File: src/rtl/fft_twiddle_addr_gen.sv
// Twiddle ROM request sequencer for a radix-2 DIT FFT of length 2^L. Requests are
// credit-limited against a small output FIFO that tags each word with stage/last.
module fft_twiddle_addr_gen #(
  parameter int unsigned MAX_FFT_LENGTH_LOG2 = 12,
  parameter int unsigned MIN_FFT_LENGTH_LOG2 = 3,
  parameter int unsigned ROM_ADDR_WIDTH      = 16,
  parameter int unsigned FIFO_DEPTH          = 4
) (
  input  logic                      clk_i,
  input  logic                      reset_i,
  input  logic                      start_i,
  input  logic [3:0]                fft_length_log2_i,
  output logic                      busy_o,
  output logic                      done_o,
  output logic                      err_o,
  output logic [ROM_ADDR_WIDTH-1:0] rom_addr_o,
  output logic                      rom_addr_valid_o,
  input  logic [31:0]               rom_data_i,
  input  logic                      rom_data_valid_i,
  output logic [31:0]               tw_data_o,
  output logic [3:0]                tw_stage_o,
  output logic                      tw_last_o,
  output logic                      tw_valid_o,
  input  logic                      tw_ready_i
);

  localparam int unsigned LW   = 4;
  localparam int unsigned DW   = 32;
  localparam int unsigned BW   = MAX_FFT_LENGTH_LOG2 - 1;
  localparam int unsigned AW   = $clog2(FIFO_DEPTH);
  localparam int unsigned CNTW = AW + 1;
  localparam int unsigned CW   = AW + 2;

  typedef enum logic [1:0] {IDLE = 2'd0, ISSUE = 2'd1, DRAIN = 2'd2} state_e;

  typedef struct packed {
    logic [DW-1:0] data;
    logic [LW-1:0] stage;
    logic          last;
  } tw_entry_t;

  state_e                    state_q, state_d;
  logic [LW-1:0]             l_q, l_d, s_q, s_d;
  logic [BW-1:0]             b_q, b_d;
  logic                      busy_q, busy_d, done_q, done_d, err_q, err_d;
  logic                      rom_addr_valid_q;
  logic [ROM_ADDR_WIDTH-1:0] rom_addr_q;
  logic [LW-1:0]             req_stage_q, rsp_stage_q;
  logic                      req_last_q, rsp_last_q;
  logic                      inflight_q, inflight_d;

  tw_entry_t                 mem_q [FIFO_DEPTH];
  logic [AW-1:0]             wptr_q, rptr_q;
  logic [CNTW-1:0]           count_q, count_d;
  tw_entry_t                 head_c;

  logic                      start_ok_c, issue_c, last_issue_c, push_c, pop_c;
  logic [BW-1:0]             b_max_c, b_mask_c;
  logic [LW-1:0]             shift_c;
  logic [CW-1:0]             outstanding_c;
  logic [ROM_ADDR_WIDTH-1:0] addr_c;

  // Credits cover FIFO occupancy, the returning word and the request on the bus.
  assign head_c        = mem_q[rptr_q];
  assign tw_valid_o    = (count_q != '0);
  assign pop_c         = tw_valid_o && tw_ready_i;
  assign push_c        = rom_data_valid_i && inflight_q;
  assign outstanding_c = CW'(count_q) + CW'(inflight_q) + CW'(rom_addr_valid_q) - CW'(pop_c);
  assign issue_c       = (state_q == ISSUE) && (outstanding_c < CW'(FIFO_DEPTH));

  assign start_ok_c   = (fft_length_log2_i >= LW'(MIN_FFT_LENGTH_LOG2)) &&
                        (fft_length_log2_i <= LW'(MAX_FFT_LENGTH_LOG2));
  assign b_max_c      = BW'((32'd1 << (l_q - LW'(1))) - 32'd1);
  assign last_issue_c = (s_q == (l_q - LW'(1))) && (b_q == b_max_c);

  // The two shifts by (L-1-s) and (MAX-L) collapse into one shift by MAX-1-s.
  assign b_mask_c = (BW'(1) << s_q) - BW'(1);
  assign shift_c  = LW'(MAX_FFT_LENGTH_LOG2 - 1) - s_q;
  assign addr_c   = ROM_ADDR_WIDTH'(b_q & b_mask_c) << shift_c;

  always_ff @(posedge clk_i) begin : state_reg
    if (reset_i) state_q <= IDLE;
    else         state_q <= state_d;
  end

  always_comb begin : next_state
    state_d = state_q;
    case (state_q)
      IDLE:    if (start_i && start_ok_c) state_d = ISSUE;
      ISSUE:   if (issue_c && last_issue_c) state_d = DRAIN;
      DRAIN:   if (pop_c && head_c.last) state_d = IDLE;
      default: state_d = IDLE;
    endcase
  end

  always_comb begin : outputs
    l_d    = l_q;
    s_d    = s_q;
    b_d    = b_q;
    done_d = 1'b0;
    err_d  = 1'b0;
    busy_d = (state_d != IDLE);
    case (state_q)
      IDLE: begin
        if (start_i && start_ok_c) begin
          l_d = fft_length_log2_i;
          s_d = '0;
          b_d = '0;
        end else if (start_i) begin
          err_d = 1'b1;
        end
      end
      ISSUE: begin
        if (issue_c) begin
          if (b_q == b_max_c) begin
            b_d = '0;
            s_d = s_q + LW'(1);
          end else begin
            b_d = b_q + BW'(1);
          end
        end
      end
      DRAIN:   done_d = pop_c && head_c.last;
      default: ;
    endcase
  end

  always_comb begin : inflight_next
    inflight_d = inflight_q;
    if (rom_addr_valid_q && !push_c)      inflight_d = 1'b1;
    else if (!rom_addr_valid_q && push_c) inflight_d = 1'b0;
  end

  assign count_d = count_q + CNTW'(push_c) - CNTW'(pop_c);

  always_ff @(posedge clk_i) begin : ctrl_regs
    if (reset_i) begin
      l_q              <= '0;
      s_q              <= '0;
      b_q              <= '0;
      busy_q           <= 1'b0;
      done_q           <= 1'b0;
      err_q            <= 1'b0;
      rom_addr_valid_q <= 1'b0;
      rom_addr_q       <= '0;
      req_stage_q      <= '0;
      req_last_q       <= 1'b0;
      rsp_stage_q      <= '0;
      rsp_last_q       <= 1'b0;
      inflight_q       <= 1'b0;
    end else begin
      l_q              <= l_d;
      s_q              <= s_d;
      b_q              <= b_d;
      busy_q           <= busy_d;
      done_q           <= done_d;
      err_q            <= err_d;
      rom_addr_valid_q <= issue_c;
      if (issue_c) begin
        rom_addr_q  <= addr_c;
        req_stage_q <= s_q;
        req_last_q  <= last_issue_c;
      end
      rsp_stage_q      <= req_stage_q;
      rsp_last_q       <= req_last_q;
      inflight_q       <= inflight_d;
    end
  end

  always_ff @(posedge clk_i) begin : fifo_ptrs
    if (reset_i) begin
      wptr_q  <= '0;
      rptr_q  <= '0;
      count_q <= '0;
    end else begin
      if (push_c) wptr_q <= wptr_q + AW'(1);
      if (pop_c)  rptr_q <= rptr_q + AW'(1);
      count_q <= count_d;
    end
  end

  always_ff @(posedge clk_i) begin : fifo_mem
    if (push_c) mem_q[wptr_q] <= '{data: rom_data_i, stage: rsp_stage_q, last: rsp_last_q};
  end

  assign busy_o           = busy_q;
  assign done_o           = done_q;
  assign err_o            = err_q;
  assign rom_addr_o       = rom_addr_q;
  assign rom_addr_valid_o = rom_addr_valid_q;
  assign tw_data_o        = tw_valid_o ? head_c.data  : '0;
  assign tw_stage_o       = tw_valid_o ? head_c.stage : '0;
  assign tw_last_o        = tw_valid_o && head_c.last;

endmodule

File: config.mk
export PLATFORM = sky130hd
export DESIGN_NAME = fft_twiddle_addr_gen
export DESIGN_NICKNAME = d
export VERILOG_FILES = /design/src/rtl/fft_twiddle_addr_gen.sv
export SDC_FILE = /design/constraint.sdc
export NUM_CORES = 1
export LEC_CHECK = 0
export ABC_CLOCK_PERIOD_IN_PS = 3800
export CAP_MARGIN = 25
export CORE_MARGIN = 5
export CORE_UTILIZATION = 28
export CTS_CLUSTER_SIZE = 30
export DETAILED_ROUTE_END_ITERATION = 7
export PLACE_DENSITY = 0.47
export SYNTH_ARGS = -nofsm -noshare
export SYNTH_HDL_FRONTEND = slang
export SYNTH_SLANG_ARGS = --single-unit
File: constraint.sdc
create_clock -name clk_i -period 3.8 [get_ports clk_i]
set_input_delay 0.57 -clock clk_i [delete_from_list [all_inputs] [get_ports clk_i]]
set_output_delay 0.57 -clock clk_i [all_outputs]
set_load 0.02 [all_outputs]
# == After elaboration in Yosys (flattened, before gate mapping) ==
# Memories as Yosys holds them, arrays and structs flattened. A register that Yosys moved wholly into a read port is not among the register bits.
# Cells that the tools add are included.
# classes
addsub,13
bitwise,3
n_reduce_logical,23
div_mod_pow,0
order_cmp,3
mux,21
multipliers,0
n_shift,3
eq_ne,7
# op_table
op,count
$mux W11,3
$mux W32,1
$pmux W11 S2,1
$shl A1 B4 Y11 const A,2
$mux W4,4
$shl A11 B4 Y16,1
$add A11 B1 Y11 const B,1
$and A11 B11 Y11,1
$eq A11 B11 Y1,1
$logic_and A1 B1 Y1,11
$sub A11 B1 Y11 const B,1
$sub A11 B2 Y11 const B,1
$mux W2,5
$pmux W4 S2,1
$pmux W2 S3,1
$reduce_bool A2 Y1,3
$mux W1,5
$add A2 B1 Y2 const B,2
$add A3 B1 Y4,1
$add A4 B1 Y4,1
$add A4 B1 Y4 const B,1
$eq A4 B4 Y1,1
$ge A4 B2 Y1 const B,1
$le A4 B4 Y1 const B,1
other kinds (19),22
# totals
input_bits,41
mem_bits_ro,0
ff_bits,59
latch_bits,0
ram_bits,148
mem_count,1
# memory_table
name,words,width,read_ports,rd_clocked_by_memory_dff,wr,line,source
mem_q,4,37,1,1,1,52,tw_entry_t mem_q [FIFO_DEPTH];

# == Longest topological paths before layout ==
# depth
ltp_word,9
ltp_mapped,20
ltp_nobuf,16

# == Least setup slack after synthesis ==
# No wires, ideal clock.
# synth_timing
path_kind,register to register
start,reg l_q[0]
end,reg s_q[2]
t_arrival_ps,3451
t_required_ps,3670
path_stages_with_launch,21
setup_ps,130
path_buffers,4
period_less_slack_ps,3581
slack_ps,219
path_cell_list,dfxtp_1 > buf_6 > inv_1 > ha_1 > or2_1 > clkbuf_1 > o21a_1 > o22ai_1 > nand2_1 > ha_1 > buf_2 > xnor2_1 > or3_1 > o31ai_1 > a32oi_1 > nor3_2 > nand4b_4 > o21bai_2 > and2_4 > buf_12 > o31ai_4
# synth_between
elab_chain_cells,6
# synth_lines
item,line,source
from (decl),43,"logic [LW-1:0] l_q, l_d, s_q, s_d;"
from (signal assigned),152,l_q <= l_d;
$sub A4 B1 Y4,73,assign b_max_c = BW'((32'd1 << (l_q - LW'(1))) - 32'd1);
$shl A1 B4 Y11,73,
$sub A11 B1 Y11,73,
$eq A11 B11 Y1,115,if (b_q == b_max_c) begin
$ne A2 B1 Y1 (no source line),n/a,
$reduce_and A4 Y1 (no source line),n/a,
to (signal assigned),139,s_q <= '0;
to (signal assigned),153,s_q <= s_d;
to (decl),43,
# Every way passes these cells.
# A chain may end at the register's enable or synchronous reset.

# == Final worst setup path ==
# layout_timing
start,reg count_q[1]
end,reg b_q[9]
# layout_between
elab_chain_cells,7
elab_cells_between_ends,9
classes_between,add/sub: 3; order compare: 1; eq/ne: 1; reduce/logical: 4
# layout_lines
item,line,source
from (decl),54,"logic [CNTW-1:0] count_q, count_d;"
from (signal assigned),178,count_q <= count_d;
$add A3 B1 Y4 / $reduce_bool A3 Y1 (equally long branches),"68, 65",
$add A4 B1 Y4 / $logic_and A1 B1 Y1 (equally long branches),"68, 66",
$sub A4 B1 Y4 (*),68,assign outstanding_c = CW'(count_q) + CW'(inflight_q) + CW'(rom_addr_valid_q) - CW'(pop_c);
$lt A4 B3 Y1 (*),69,assign issue_c = (state_q == ISSUE) && (outstanding_c < CW'(FIFO_DEPTH));
$logic_and A1 B1 Y1 (*),69,
$ne A2 B2 Y1 (no source line) (*),n/a,
$reduce_and A3 Y1 (no source line) (*),n/a,
to (signal assigned),140,b_q <= '0;
to (signal assigned),154,b_q <= b_d;
to (decl),44,"logic [BW-1:0] b_q, b_d;"
# Mark *: on every way between the ends. The rest lies on a longest branch, timed or not.

==> flow_summary.json <==
{
  "fin_cells": 1354,
  "insertion_delay_ps": 530,
  "dp_hpwl_um": 15630,
  "arrival_ps": 3890,
  "dieArea_um2": 39130,
  "antenna_found_initial": 0,
  "syn_area_per_cell_um2": 12.81,
  "antennaDiodeCount": 0,
  "avgRoutedWirePerCell_um": 17.34,
  "multiInputGateArea_um2": 3899,
  "synth.top_cell.area_share": 0.4500,
  "clkPwrFrac": 0.338,
  "cap_violations": 0,
  "drtIter0Drc": 318,
  "final.setup_skew_ps": 16.98,
  "power.internal_mw": 4.786,
  "wl_met1_um": 11210,
  "clock-sinks": 209,
  "grt_pass1_vias": 6561,
  "final.setup.tns_ps": 0,
  "hold_buffers": 0,
  "gr-total-overflow": 0,
  "cts_setup_buffers": 0,
  "drc": 0,
  "synth_area_leaders": "edfxtp_1 (45%), dfxtp_1 (12%), mux4_2 (8.7%), ha_1 (3.4%), and2_1 (2.7%)",
  "worstSetupEndpointType": "flip-flop",
  "final_max_slew_viol_count": 0,
  "hold_viol": 0,
  "dpl_worst_slack_ps": 75.60,
  "seqPwrFrac": 0.373,
  "final_util": 0.3530,
  "setup_viol": 0,
  "htreeDepth": 1,
  "met2_length_um": 10820,
  "peakVddDrop_v": 0.0003384,
  "ys_ff_latch": 209,
  "cts_tree": "yes",
  "relSlewSlack": 0.4715,
  "dieWidth_um": 197.8,
  "clk_transition_reported_paths_ps": 60,
  "io_buffers": 98,
  "r2r_slack_ps": 280,
  "seq_area_um2": 5668,
  "ys.flop_type": "edfxtp_1",
  "worstSetupStartpointType": "flip-flop",
  "grt_max_degree": 39,
  "status": "finished, final reports clean",
  "yosysTopAreaCell": "edfxtp_1",
  "fin_nets": 950,
  "ios": 99,
  "syn_inst": 771,
  "synthArstFlopShare": 0,
  "power_switching_mw": 1.996,
  "synthTopCellsByCount": "edfxtp_1 (148), dfxtp_1 (61), nor2_1 (55)",
  "synth-seq-area-share": 0.5737,
  "p_total_mw": 6.783,
  "fin_ws_ps": 283.5,
  "syn2layout_area_growth_pct": 24.09,
  "post_route_cells_drive_above_1_share": 0.1669,
  "vias": 6357,
  "num_rows": 68,
  "rsz0062_at_grt": "no",
  "path_class": "reg2reg",
  "core_um2": 34710,
  "hp-class": "reg2reg",
  "wl_met3_um": 1101,
  "clock.fmax_mhz": 284.4,
  "cts_buffers": 25,
  "die_h_um": 197.8,
  "ant_nets": 0,
  "top_layer": "met4",
  "first_pass_iters": 4,
  "syn-num-nets": 840,
  "p_leak_nw": 4.112,
  "fillers": 3418,
  "synth_edf_count": 148,
  "grt_use_total": 0.1182,
  "crit_path_cell_trace": "or3_1, and2_0, ha_1, inv_1, ha_1, a21o_1, a2111oi_0, a31oi_1, or2_2, and2_1, nor2_1, nand3_1, xor2_1, nor3_2",
  "start_util": 0.2845,
  "crit_fanout": 4,
  "netlist_area_um2": 9876,
  "place_inst": 1309,
  "crit_path_top_delay_cell": "a2111oi_0",
  "tightestPinTransition_ps": 792.8,
  "drt_wl_total_um": 23480,
  "cts_root_buffer": "clkbuf_16",
  "power_density_nw_per_um2": 553.5,
  "combPwrFrac": 0.289,
  "post_cts_resized": 0,
  "gp_congestion": 0.7951,
  "ys_types": 80,
  "path_common_cell": "ha_1",
  "slowest_delay_ps": 380,
  "min_period_over_period": 0.9254,
  "vias_per_cell": 4.695,
  "worstPathRequired_ps": 4180,
  "cts_buffer_depth": 3,
  "min_period_ps": 3516,
  "synth.most_common_cell": "edfxtp_1",
  "grt_pass1_wl_um": 37170,
  "swShare": 0.2943,
  "yosys_warnings": 0
}
layout by cell type (no fill, tap or decap), types with 4 or more instances in the layout:
| master | instances |
|---|---|
| ha_1 | 27 |
| clkbuf_1 | 7 |
| nand3_1 | 19 |
| a31oi_1 | 6 |
| a21oi_1 | 27 |
| clkinv_2 | 5 |
| nand2_1 | 54 |
| a21o_1 | 5 |
| nor2b_1 | 10 |
| xor2_1 | 12 |
| edfxtp_1 | 148 |
| o21ai_0 | 15 |
| dfxtp_1 | 59 |
| xnor2_1 | 19 |
| nand2b_1 | 8 |
| a211oi_1 | 5 |
| o211ai_1 | 5 |
| a22oi_1 | 6 |
| buf_4 | 35 |
| mux4_2 | 38 |
| and2_1 | 43 |
| o22ai_1 | 5 |
| nor3_1 | 16 |
| o31ai_1 | 7 |
| clkbuf_16 | 25 |
| nor3_2 | 10 |
| and3_2 | 4 |
| or3_1 | 4 |
| inv_1 | 22 |
| o21a_1 | 6 |
| clkdlybuf4s50_1 | 97 |
| nor4_1 | 5 |
| mux2_2 | 6 |
| mux2i_1 | 9 |
| nor2_1 | 55 |
power groups by stage:
stage               combinational (mW)  sequential, mW  clock [mW]
finish                            1.96            2.53        2.29
detailed placement                2.00            2.58           0
global placement                  2.01            2.58           0
global route                      2.15            2.54        2.47
floorplan                         1.20            2.59           0
CTS                               2.01            2.53        2.37
sequential cells by signal, summed over array words and instances (netlist names), 2 cells and up, named ones only:
register,flops
count_q,3
l_q,4
wptr_q,2
rptr_q,2
state_q,2
req_stage_q,4
b_q,11
s_q,4
rom_addr_o,16
rsp_stage_q,4
mem_q,148
path summary, 6_finish.rpt:
path	endpoint	start	depth (start not counted)
worst max-delay path	b_q[9]	count_q[1]	14
worst min-delay path	req_stage_q[1]	req_stage_q[1]	2
worst max register to register	b_q[9]	count_q[1]	14
worst min register to register	req_stage_q[1]	req_stage_q[1]	2
metrics by stage:
stage               instance area (um^2)  hold WS (ps)
finish                             12250         450.1
global route                       12250         466.1
CTS                                12250         451.5
detailed placement                 11460         443.5
global placement                   11460         438.4
floorplan                           9876         431.8
worst max-delay path, delay by kind of cell (launching register included):
| family | cells | cell delay (ps) |
|---|---|---|
| buffers and inverters | 1 | 40 |
| xor gates and xnor gates | 1 | 180 |
| adders and majority gates | 2 | 540 |
| and+or+nand+nor | 7 | 1600 |
| AOI/OAI and AO/OA | 3 | 650 |
| DFF | 1 | 360 |
layer usage:
layer,vias to the layer above,global-route usage
met5,-,0
met4,0,0.02805
met3,24,0.02008
met2,152,0.1925
met1,3099,0.1655
li1,3082,-
cell type report:
type,count,area share
Clock buffer,32,0.05320
Clock inverter,13,0.01123
Inverter,24,0.007351
Multi-Input combinational cell,488,0.3182
Sequential cell,209,0.4625
Tap cell,455,0.04646
Timing Repair Buffer,133,0.1011
logic make-up (layout without fill, tap and decap cells):
logic type	Yosys count	after routing	synth area share
DFF	209	209	0.5737
muxes	53	53	0.1026
xor gates and xnor gates	32	32	0.02914
buffers and inverters	74	202	0.03205
adders and majority gates	28	28	0.03623
AOI/OAI and AO/OA	122	122	0.08894
and+or+nand+nor	253	253	0.1373
Power figures use the tool's default switching activity.
